==> src/rtl/feature_stream_tx.sv <==
// rtl/feature_stream_tx.sv - raster-order pixel stream transmitter with optional zero border
//
// Purpose: on Start, reads a Height x Width feature map from a 1-cycle-latency
// memory (one P_CH-channel pixel per word) and emits it in raster order, one
// pixel per cycle, optionally surrounded by a 1-pixel zero border.
//
// Ports:
//   clk, reset            - clock (rising edge), asynchronous active-high reset
//   Start                 - frame start request, sampled only in IDLE
//   Height, Width         - unpadded map size, latched on accepted Start
//   Pad_En                - add zero border, latched on accepted Start
//   Base_Addr             - address of pixel (0,0), latched on accepted Start
//   Mem_Rd_En, Mem_Addr   - memory read strobe / address
//   Mem_Rd_Data           - read data, valid the cycle after Mem_Rd_En
//   Feature_Outputs       - pixel vector, zero when not valid
//   Feature_Outputs_Valid - beat qualifier
//   Busy                  - frame in progress (SCAN or FLUSH)
//   Done                  - single-cycle pulse coincident with the last beat
module feature_stream_tx #(
  parameter int DWIDTH = 8,
  parameter int P_CH   = 32,
  parameter int AWIDTH = 10,
  parameter int HWIDTH = 10
) (
  input  logic                     clk,
  input  logic                     reset,
  input  logic                     Start,
  input  logic [HWIDTH-1:0]        Height,
  input  logic [HWIDTH-1:0]        Width,
  input  logic                     Pad_En,
  input  logic [AWIDTH-1:0]        Base_Addr,
  output logic                     Mem_Rd_En,
  output logic [AWIDTH-1:0]        Mem_Addr,
  input  logic [DWIDTH*P_CH-1:0]   Mem_Rd_Data,
  output logic [DWIDTH*P_CH-1:0]   Feature_Outputs,
  output logic                     Feature_Outputs_Valid,
  output logic                     Busy,
  output logic                     Done
);

  localparam int CW = HWIDTH + 1;

  typedef enum logic [1:0] {IDLE, SCAN, FLUSH} state_t;

  state_t             state_q, state_d;
  logic [HWIDTH-1:0]  height_q, height_d;
  logic [HWIDTH-1:0]  width_q, width_d;
  logic               pad_q, pad_d;
  logic [CW-1:0]      ho_q, ho_d;
  logic [CW-1:0]      wo_q, wo_d;
  logic [CW-1:0]      row_q, row_d;
  logic [CW-1:0]      col_q, col_d;
  logic [AWIDTH-1:0]  addr_q, addr_d;
  logic [AWIDTH-1:0]  last_addr_q, last_addr_d;
  logic               valid_q, valid_d;
  logic               interior_q, interior_d;
  logic               interior;
  logic               rd_en;

  always_ff @(posedge clk or posedge reset) begin
    if (reset) begin
      state_q     <= IDLE;
      height_q    <= '0;
      width_q     <= '0;
      pad_q       <= 1'b0;
      ho_q        <= '0;
      wo_q        <= '0;
      row_q       <= '0;
      col_q       <= '0;
      addr_q      <= '0;
      last_addr_q <= '0;
      valid_q     <= 1'b0;
      interior_q  <= 1'b0;
    end else begin
      state_q     <= state_d;
      height_q    <= height_d;
      width_q     <= width_d;
      pad_q       <= pad_d;
      ho_q        <= ho_d;
      wo_q        <= wo_d;
      row_q       <= row_d;
      col_q       <= col_d;
      addr_q      <= addr_d;
      last_addr_q <= last_addr_d;
      valid_q     <= valid_d;
      interior_q  <= interior_d;
    end
  end

  // With padding, rows/cols 0 and Ho-1/Wo-1 are the zero border.
  always_comb begin
    interior = !pad_q ||
               (row_q >= CW'(1) && row_q <= {1'b0, height_q} &&
                col_q >= CW'(1) && col_q <= {1'b0, width_q});
  end

  always_comb begin
    state_d     = state_q;
    height_d    = height_q;
    width_d     = width_q;
    pad_d       = pad_q;
    ho_d        = ho_q;
    wo_d        = wo_q;
    row_d       = row_q;
    col_d       = col_q;
    addr_d      = addr_q;
    last_addr_d = last_addr_q;
    valid_d     = 1'b0;
    interior_d  = 1'b0;
    rd_en       = 1'b0;

    case (state_q)
      IDLE: begin
        if (Start) begin
          height_d = Height;
          width_d  = Width;
          pad_d    = Pad_En;
          ho_d     = {1'b0, Height} + {{(CW-2){1'b0}}, Pad_En, 1'b0};
          wo_d     = {1'b0, Width}  + {{(CW-2){1'b0}}, Pad_En, 1'b0};
          row_d    = '0;
          col_d    = '0;
          addr_d   = Base_Addr;
          state_d  = (Height != '0 && Width != '0) ? SCAN : FLUSH;
        end
      end
      SCAN: begin
        valid_d    = 1'b1;
        interior_d = interior;
        if (interior) begin
          rd_en       = 1'b1;
          last_addr_d = addr_q;
          addr_d      = addr_q + AWIDTH'(1);
        end
        if (col_q == wo_q - CW'(1)) begin
          col_d = '0;
          if (row_q == ho_q - CW'(1)) begin
            state_d = FLUSH;
          end else begin
            row_d = row_q + CW'(1);
          end
        end else begin
          col_d = col_q + CW'(1);
        end
      end
      FLUSH: begin
        state_d = IDLE;
      end
      default: begin
        state_d = IDLE;
      end
    endcase
  end

  // Address shows the running counter while reading; otherwise it holds the
  // last issued address so border cycles do not toggle the bus.
  assign Mem_Rd_En             = rd_en;
  assign Mem_Addr              = rd_en ? addr_q : last_addr_q;
  assign Feature_Outputs       = (valid_q && interior_q) ? Mem_Rd_Data : '0;
  assign Feature_Outputs_Valid = valid_q;
  assign Busy                  = (state_q != IDLE);
  assign Done                  = (state_q == FLUSH);

endmodule

==> config.mk <==
export PLATFORM = sky130hd
export DESIGN_NAME = feature_stream_tx
export DESIGN_NICKNAME = d
export VERILOG_FILES = /design/src/rtl/feature_stream_tx.sv
export SDC_FILE = /design/constraint.sdc
export NUM_CORES = 1
export LEC_CHECK = 0
export ABC_AREA = 1
export CAP_MARGIN = 20
export CELL_PAD_IN_SITES_DETAIL_PLACEMENT = 2
export CELL_PAD_IN_SITES_GLOBAL_PLACEMENT = 2
export CORE_ASPECT_RATIO = 2
export CORE_MARGIN = 5
export CORE_UTILIZATION = 16
export DETAILED_ROUTE_END_ITERATION = 6
export GPL_TIMING_DRIVEN = 0
export PLACE_DENSITY = 0.91
export SLEW_MARGIN = 20
export SYNTH_ARGS = -nofsm -noshare
export SYNTH_HDL_FRONTEND = slang
export SYNTH_SLANG_ARGS = --single-unit
==> constraint.sdc <==
create_clock -name clk -period 3.6 [get_ports clk]
set_input_delay 0.72 -clock clk [delete_from_list [all_inputs] [get_ports clk]]
set_output_delay 0.72 -clock clk [all_outputs]
set_load 0.05 [all_outputs]
==> impl_metrics.tcl, run 1 <==
set metrics [dict create \
    yosysTopAreaCell "dfrtp_1" \
    worst_pin_slew_ps 884 \
    synth_cells 1354 \
    p_per_area_nw_per_um2 647 \
    cp-end-kind "output port" \
    finalMaxSlewViolations 0 \
    die_height_um 323 \
    die_w_um 166 \
    fill_cells 5806 \
    wl_per_cell_um 27.0 \
    drtAntennaViolNets 0 \
    p_clk_frac 0.102 \
    avgSynthCellArea_um2 5.77 \
    crit_path_max_fanout 10 \
    crit_arrival_ps 2800 \
    cts_tree "done" \
    fin_crit_ps 3520 \
    nets 2252 \
    ys_seq_area_frac 0.279 \
    drc 0 \
    yosys_warnings 0 \
    gp_congestion 0.994 \
    hold_buffers 0 \
    internal_power_uw 3820 \
    dpl.hpwl_mm 64.0 \
    synth_top_cell_area_share 0.279 \
    area_growth_pct 87.5 \
    vias 11500 \
    grt_max_degree 70 \
    grt_antenna_before_repair 44 \
    clock_latency_ps 380 \
    fp.coreArea_um2 48400 \
    portBuffers 559 \
    start_util 0.162 \
    leakage_uw 0.00733 \
    ys.flop_type "dfrtp_1" \
    grt_pass1_wl_mm 95.1 \
    dr.first_iter.drc_count 358 \
    wirelength_mm 69.9 \
    use_met2 0.432 \
    use_met1 0.271 \
    clockBufferDepth 2 \
    synth_nets 1675 \
    synth_edf_count 0 \
    finalHoldViolCount 0 \
    fin_skew_ps 11.8 \
    netlist_area_um2 7820 \
    crit_path_start_kind "register" \
    holdWs_ps 495 \
    worstPathCellList "nand2_1 > clkbuf_2 > clkbuf_1 > nor2_1 > clkdlybuf4s50_1" \
    setup_viol 0 \
    crit_buf_inv 3 \
    path_delay_family "buffers and inverters" \
    pre_cts_slack_ps -455 \
    drive_above_1_share 0.0558 \
    grt_overflow 0 \
    hp-class "register to register" \
    fin_ws_ps 81.2 \
    post-place-cells 2552 \
    htreeDepth 3 \
    cp_slowest_cell "clkdlybuf4s50_1" \
    grt_pass1_vias 12700 \
    min_period_over_period 0.977 \
    fin_total_pwr_uw 9490 \
    drv_cap 0 \
    final_util 0.303 \
    numCtsBuffers 9 \
    ys_types 43 \
    maxSlewHeadroom 0.411 \
    placement_rows 114 \
    async_flop_share 1.00 \
    yosys-top-cells-area "dfrtp_1, inv_1, nor2_1" \
    max-vdd-ir-drop_uv 292 \
    cts_sinks 87 \
    status "complete, no violations" \
    track_usage 0.250 \
    use_met3 0.120 \
    critPathMaxStageDelay_ps 760 \
    max_freq_ghz 0.284 \
    final_cells 2592 \
    pin_count 560 \
    clk_pin_slew_worst_paths_ps 80 \
    via_per_inst 4.42 \
    pwr-share-comb 0.725 \
    p_sw_frac 0.598 \
    rsz0062_at_grt "true" \
    seq_power_share 0.173 \
    top_usage_layer "met2" \
    ctsRootBufferMaster "clkbuf_16" \
    dr.pass1.iters 4 \
    ys_ff_latch 87 \
    die-area_um2 53600 \
    worstPathRequired_ps 2880 \
    p_sw_uw 5670 \
    path_class "register to output port" \
]
==> stage by stage <==
stage / instance area [um2] / setup TNS (ps)
2_1_floorplan: 7820 / 0
3_3_place_gp: 14200 / -92080
3_5_place_dp: 14200 / -3980
4_1_cts: 14500 / 0
5_1_grt: 14600 / -395
6_report: 14700 / 0
==> routing by layer <==
layer | up-vias | share of wire
li1 | 5157 | -
met1 | 5594 | 0.38
met2 | 547 | 0.47
met3 | 108 | 0.11
met4 | 46 | 0.031
met5 | - | 0.0042
==> Yosys cell counts (2+ instances only) <==
library cell  count
inv_1           354
nor2_1          335
nand2_1         225
dfrtp_1          87
nand3_1          72
o21ai_0          57
clkbuf_1         40
ha_1             31
nor3_1           24
a21oi_1          21
nor4_1           14
nand4_1          12
nor2_2            9
xor2_1            8
inv_2             6
xnor2_1           6
nand2_2           5
nand3_2           5
a31oi_1           4
buf_2             4
buf_6             4
nand3b_1          3
nor3_2            3
o221ai_1          3
nor2_4            2
nor3b_1           2
or2_2             2
==> cells by family (layout without fill, tap and decap cells) <==
| group | after synthesis | after routing | share of synthesized area |
|---|---|---|---|
| adder cells (fa/ha/maj) | 31 | 31 | 0.0496 |
| other | 0 | 18 | 0 |
| AND/OR/NAND/NOR | 718 | 718 | 0.388 |
| AO/OA/AOI/OAI | 93 | 93 | 0.0652 |
| flip-flops | 87 | 87 | 0.279 |
| buffers and inverters | 411 | 993 | 0.203 |
| XOR/XNOR | 14 | 14 | 0.0157 |
==> power groups by stage <==
| stage | Sequential, uW | Combinational, uW | Clock [uW] |
|---|---|---|---|
| after global placement | 1620 | 6710 | 0 |
| after floorplan | 1490 | 4100 | 0 |
| after CTS | 1640 | 6880 | 988 |
| after global routing | 1670 | 7270 | 1020 |
| after detailed placement | 1650 | 6900 | 0 |
| final | 1640 | 6880 | 967 |
==> layout by cell type, fill, tap and decap left out, types with 7 or more instances in the layout <==
master,Yosys,final
dfrtp_2,0,9
clkbuf_1,40,28
nand2_2,5,7
diode_2,0,18
clkbuf_16,0,9
ha_1,31,31
nand3_1,72,72
dfrtp_1,87,78
inv_1,354,352
buf_6,4,7
dlygate4sd2_1,0,26
clkbuf_2,0,9
buf_4,1,13
nor2_2,9,10
nor4_1,14,14
nand2_1,225,223
nor3_1,24,24
xor2_1,8,8
nor2_1,335,334
nand4_1,12,12
inv_2,6,7
a21oi_1,21,21
clkdlybuf4s50_1,0,507
o21ai_0,57,50
dlymetal6s2s_1,0,14
==> cell type report <==
cell class                 count  area, um2  share of cell area
multi-input combinational    856       4070               0.278
clock buffer                   9        225              0.0154
sequential                    87       2190               0.149
inverter                     360       1360              0.0925
timing repair buffer         566       5660               0.386
buffer                        51        254              0.0173
clock inverter                 7       61.3             0.00418
tap                          638        798              0.0545
antenna                       18       45.0             0.00307
==> what timing repair did <==
action / 4_1_cts / 5_1_grt
setup buffers: 0 / 6
gates resized for setup: 124 / 33
endpoints found under the setup margin: 239 / 63
==> sequential cells by signal, indices dropped and copies added, names as in the netlist <==
signal                 flops
col_q                     11
state_q                    2
addr_q                    10
interior_q                 1
Feature_Outputs_Valid      1
ho_q                      10
pad_q                      1
height_q                  10
wo_q                      10
last_addr_q               10
row_q                     11
width_q                   10
==> path summary, 6_finish.rpt <==
kind / from / endpoint / slack [ps] / cells after the start
min: height_q[3] / height_q[3] / 490 / 2
min reg2reg: height_q[3] / height_q[3] / 490 / 2
min in group asynchronous: reset / height_q[5] / 650 / 2
max: Feature_Outputs_Valid / Feature_Outputs[147] / 80 / 5
max reg2reg: height_q[0] / row_q[7] / 1120 / 12
max in group asynchronous: reset / row_q[8] / 2240 / 3
==> worst reg2reg max path, cell delays in order, from the launching register on <==
cell	delay, ps
dfrtp_1	460
inv_1	180
ha_1	240
nand3_1	170
nor2_1	200
nand3_1	90
nand2_1	70
nand2_1	60
nor2_1	230
nand4_2	200
clkbuf_4	250
nand3_1	110
nand2_1	80
(Power assumes the default switching activity.)
==> run 2, diff against run 1 <==
ABC_CLOCK_PERIOD_IN_PS = 3600   (was default)
CORE_AREA = 5 5 214 216   (was default)
CORE_ASPECT_RATIO = default   (was 2)
CORE_MARGIN = default   (was 5)
CORE_UTILIZATION = default   (was 16)
DIE_AREA = 0 0 219 221   (was default)
DONT_BUFFER_PORTS = 1   (was default)
PLACE_DENSITY = 0.63   (was 0.91)
==> impl_metrics.tcl, run 2 (synthesized netlist as in run 1, its figures left out) <==
set metrics [dict create \
    fin_skew_ps 13.0 \
    crit_arrival_ps 2950 \
    totalNegativeSetupSlack_ps -183 \
    reg2reg_from "row_q[9]" \
    htreeDepth 3 \
    clockBufferDepth 2 \
    setup_viol 5 \
    area_growth_pct 28.1 \
    r2r_setup_slack_ps 1060 \
    drc 0 \
    placement_rows 77 \
    crit_path_max_fanout 10 \
    dr.first_iter.drc_count 422 \
    start_util 0.179 \
    rsz0062_at_grt "true" \
    final_common_cell "inv_1" \
    critPathMaxStageDelay_ps 850 \
    via_per_inst 4.49 \
    crit_path_start_kind "register" \
    reg2reg_depth 13 \
    grt_pass1_vias 9535 \
    final_cells 1995 \
    grt_max_degree 72 \
    crit_top_cell "clkbuf_2" \
    drv_cap 0 \
    cp_slowest_cell "nor2_2" \
    max_freq_ghz 0.273 \
    clk_pin_slew_worst_paths_ps 60 \
    grt_antenna_before_repair 1 \
    vias 8965 \
    cp-end-kind "output port" \
    grt_overflow 0 \
    hp-class "input pin to async pin" \
    leakage_uw 0.00516 \
    drtAntennaViolNets 0 \
    ctsRootBufferMaster "clkbuf_16" \
    cts_sinks 87 \
    fin_crit_ps 3670 \
    fill_cells 5326 \
    finalHoldViolCount 0 \
    clock_latency_ps 360 \
    wl_per_cell_um 30.4 \
    pin_count 560 \
    grt_pass1_wl_mm 81.6 \
    crit_buf_inv 2 \
    track_usage 0.239 \
    path_class "register to output port" \
    drive_above_1_share 0.240 \
    p_per_area_nw_per_um2 860 \
    worst_pin_slew_ps 1100 \
    worstPathRequired_ps 2880 \
    post-place-cells 1960 \
    portBuffers 0 \
    fin_ws_ps -68.0 \
    die_height_um 221 \
    cts_tree "done" \
    die_w_um 219 \
    status "complete, but fails checks" \
    worstPathCellList "nand2_1 > clkbuf_2 > clkbuf_2 > nor2_2" \
    fp.coreArea_um2 43700 \
    dpl.hpwl_mm 54.4 \
    reg2reg_to "last_addr_q[1]" \
    reg_top3 "col_q (11), row_q (11)" \
    violations "negative setup slack" \
    gp_congestion 1.11 \
    wirelength_mm 60.6 \
    maxSlewHeadroom 0.261 \
    layout_common_cells "inv_1, nand2_1, nor2_2" \
    die-area_um2 48400 \
    nets 1718 \
    numCtsBuffers 9 \
    path_delay_family "simple AND/OR/NAND/NOR gates" \
    min_period_over_period 1.02 \
    finalMaxSlewViolations 0 \
    dr.pass1.iters 5 \
    max-vdd-ir-drop_uv 233 \
]
==> run 2: changes by cell type in the layout (fill, tap and decap cells not counted), sizes merged <==
| cell | delta |
|---|---|
| clkdlybuf4s50 | -507 |
| dlygate4sd2 | -26 |
| diode | -17 |
| buf | +15 |
| dlymetal6s2s | -14 |
| inv | -6 |
| clkbuf | +4 |
| bufinv | +3 |
| clkdlybuf4s15 | -2 |
| clkinvlp | -1 |
==> run 2: how the worst max path moves through the flow <==
stage	startpoint	cells after the start	slack, ps	end
floorplan	col_q[8]	11	260	Mem_Addr[3]
global placement	reset	1	-800	height_q[4]
detailed placement	col_q[8]	13	-180	Mem_Addr[0]
CTS	Feature_Outputs_Valid	4	-270	Feature_Outputs[68]
global route	Feature_Outputs_Valid	4	-50	Feature_Outputs[73]
finish	Feature_Outputs_Valid	4	-70	Feature_Outputs[71]
==> run 2: worst register-to-register path, cell delays in order, from the launching register on <==
cell        delay [ps]
dfrtp_2            440
ha_4               280
inv_2               40
nor3_4             240
nand3_2            110
nand3_2             90
nand2_2             60
nand3b_1            80
nand2_1             60
nand2_2             90
buf_6              110
clkinvlp_4         410
nand2_2            220
nand2_4            150
==> run 2: where the power goes <==
part / internal (uW) / switching (uW) / leakage, uW / total (uW)
Combinational: 1000 / 4870 / 0.00395 / 5870
Sequential: 1280 / 327 / 0.00104 / 1600
Clock: 700 / 430 / 0.000164 / 1130
Total: 2980 / 5630 / 0.00516 / 8610
==> run 2: per-stage QoR <==
step / total power, uW / setup WS (ps) / util / cell area [um2] / hold slack, ps
after CTS: 8470 / -268 / 0.221 / 9650 / 149
after floorplan: 5590 / 258 / - / 7820 / 449
after detailed placement: 7070 / -177 / 0.203 / 8870 / 477
after global routing: 9050 / -45.3 / 0.229 / 10000 / 157
after global placement: 6790 / -800 / 0.196 / 8560 / 474
final: 8610 / -68.0 / 0.229 / 10000 / 158
==> run 2: cell type report <==
class | instances | area (um2) | share of cell area
Clock inverter | 3 | 90.1 | 0.00900
Clock buffer | 13 | 250 | 0.0250
Antenna cell | 1 | 2.50 | 0.000250
Timing Repair Buffer | 32 | 283 | 0.0282
Multi-Input combinational cell | 856 | 4840 | 0.484
Inverter | 360 | 1360 | 0.136
Sequential cell | 87 | 2200 | 0.219
Buffer | 51 | 245 | 0.0245
Tap cell | 592 | 741 | 0.0740
==> run 2: routing by layer <==
layer | part of all wire | track usage | up-vias
li1 | - | - | 4065
met1 | 0.44 | 0.318 | 4557
met2 | 0.45 | 0.380 | 324
met3 | 0.10 | 0.0980 | 19
met4 | 0.0050 | 0.0203 | 0
met5 | 0 | 0 | -
==> run 2: timing repair <==
item,in CTS,in global routing
setup buffers,2,16
endpoints found under the setup margin,133,112
pin swaps,6,10
gates resized for setup,142,86
hold buffers,0,0
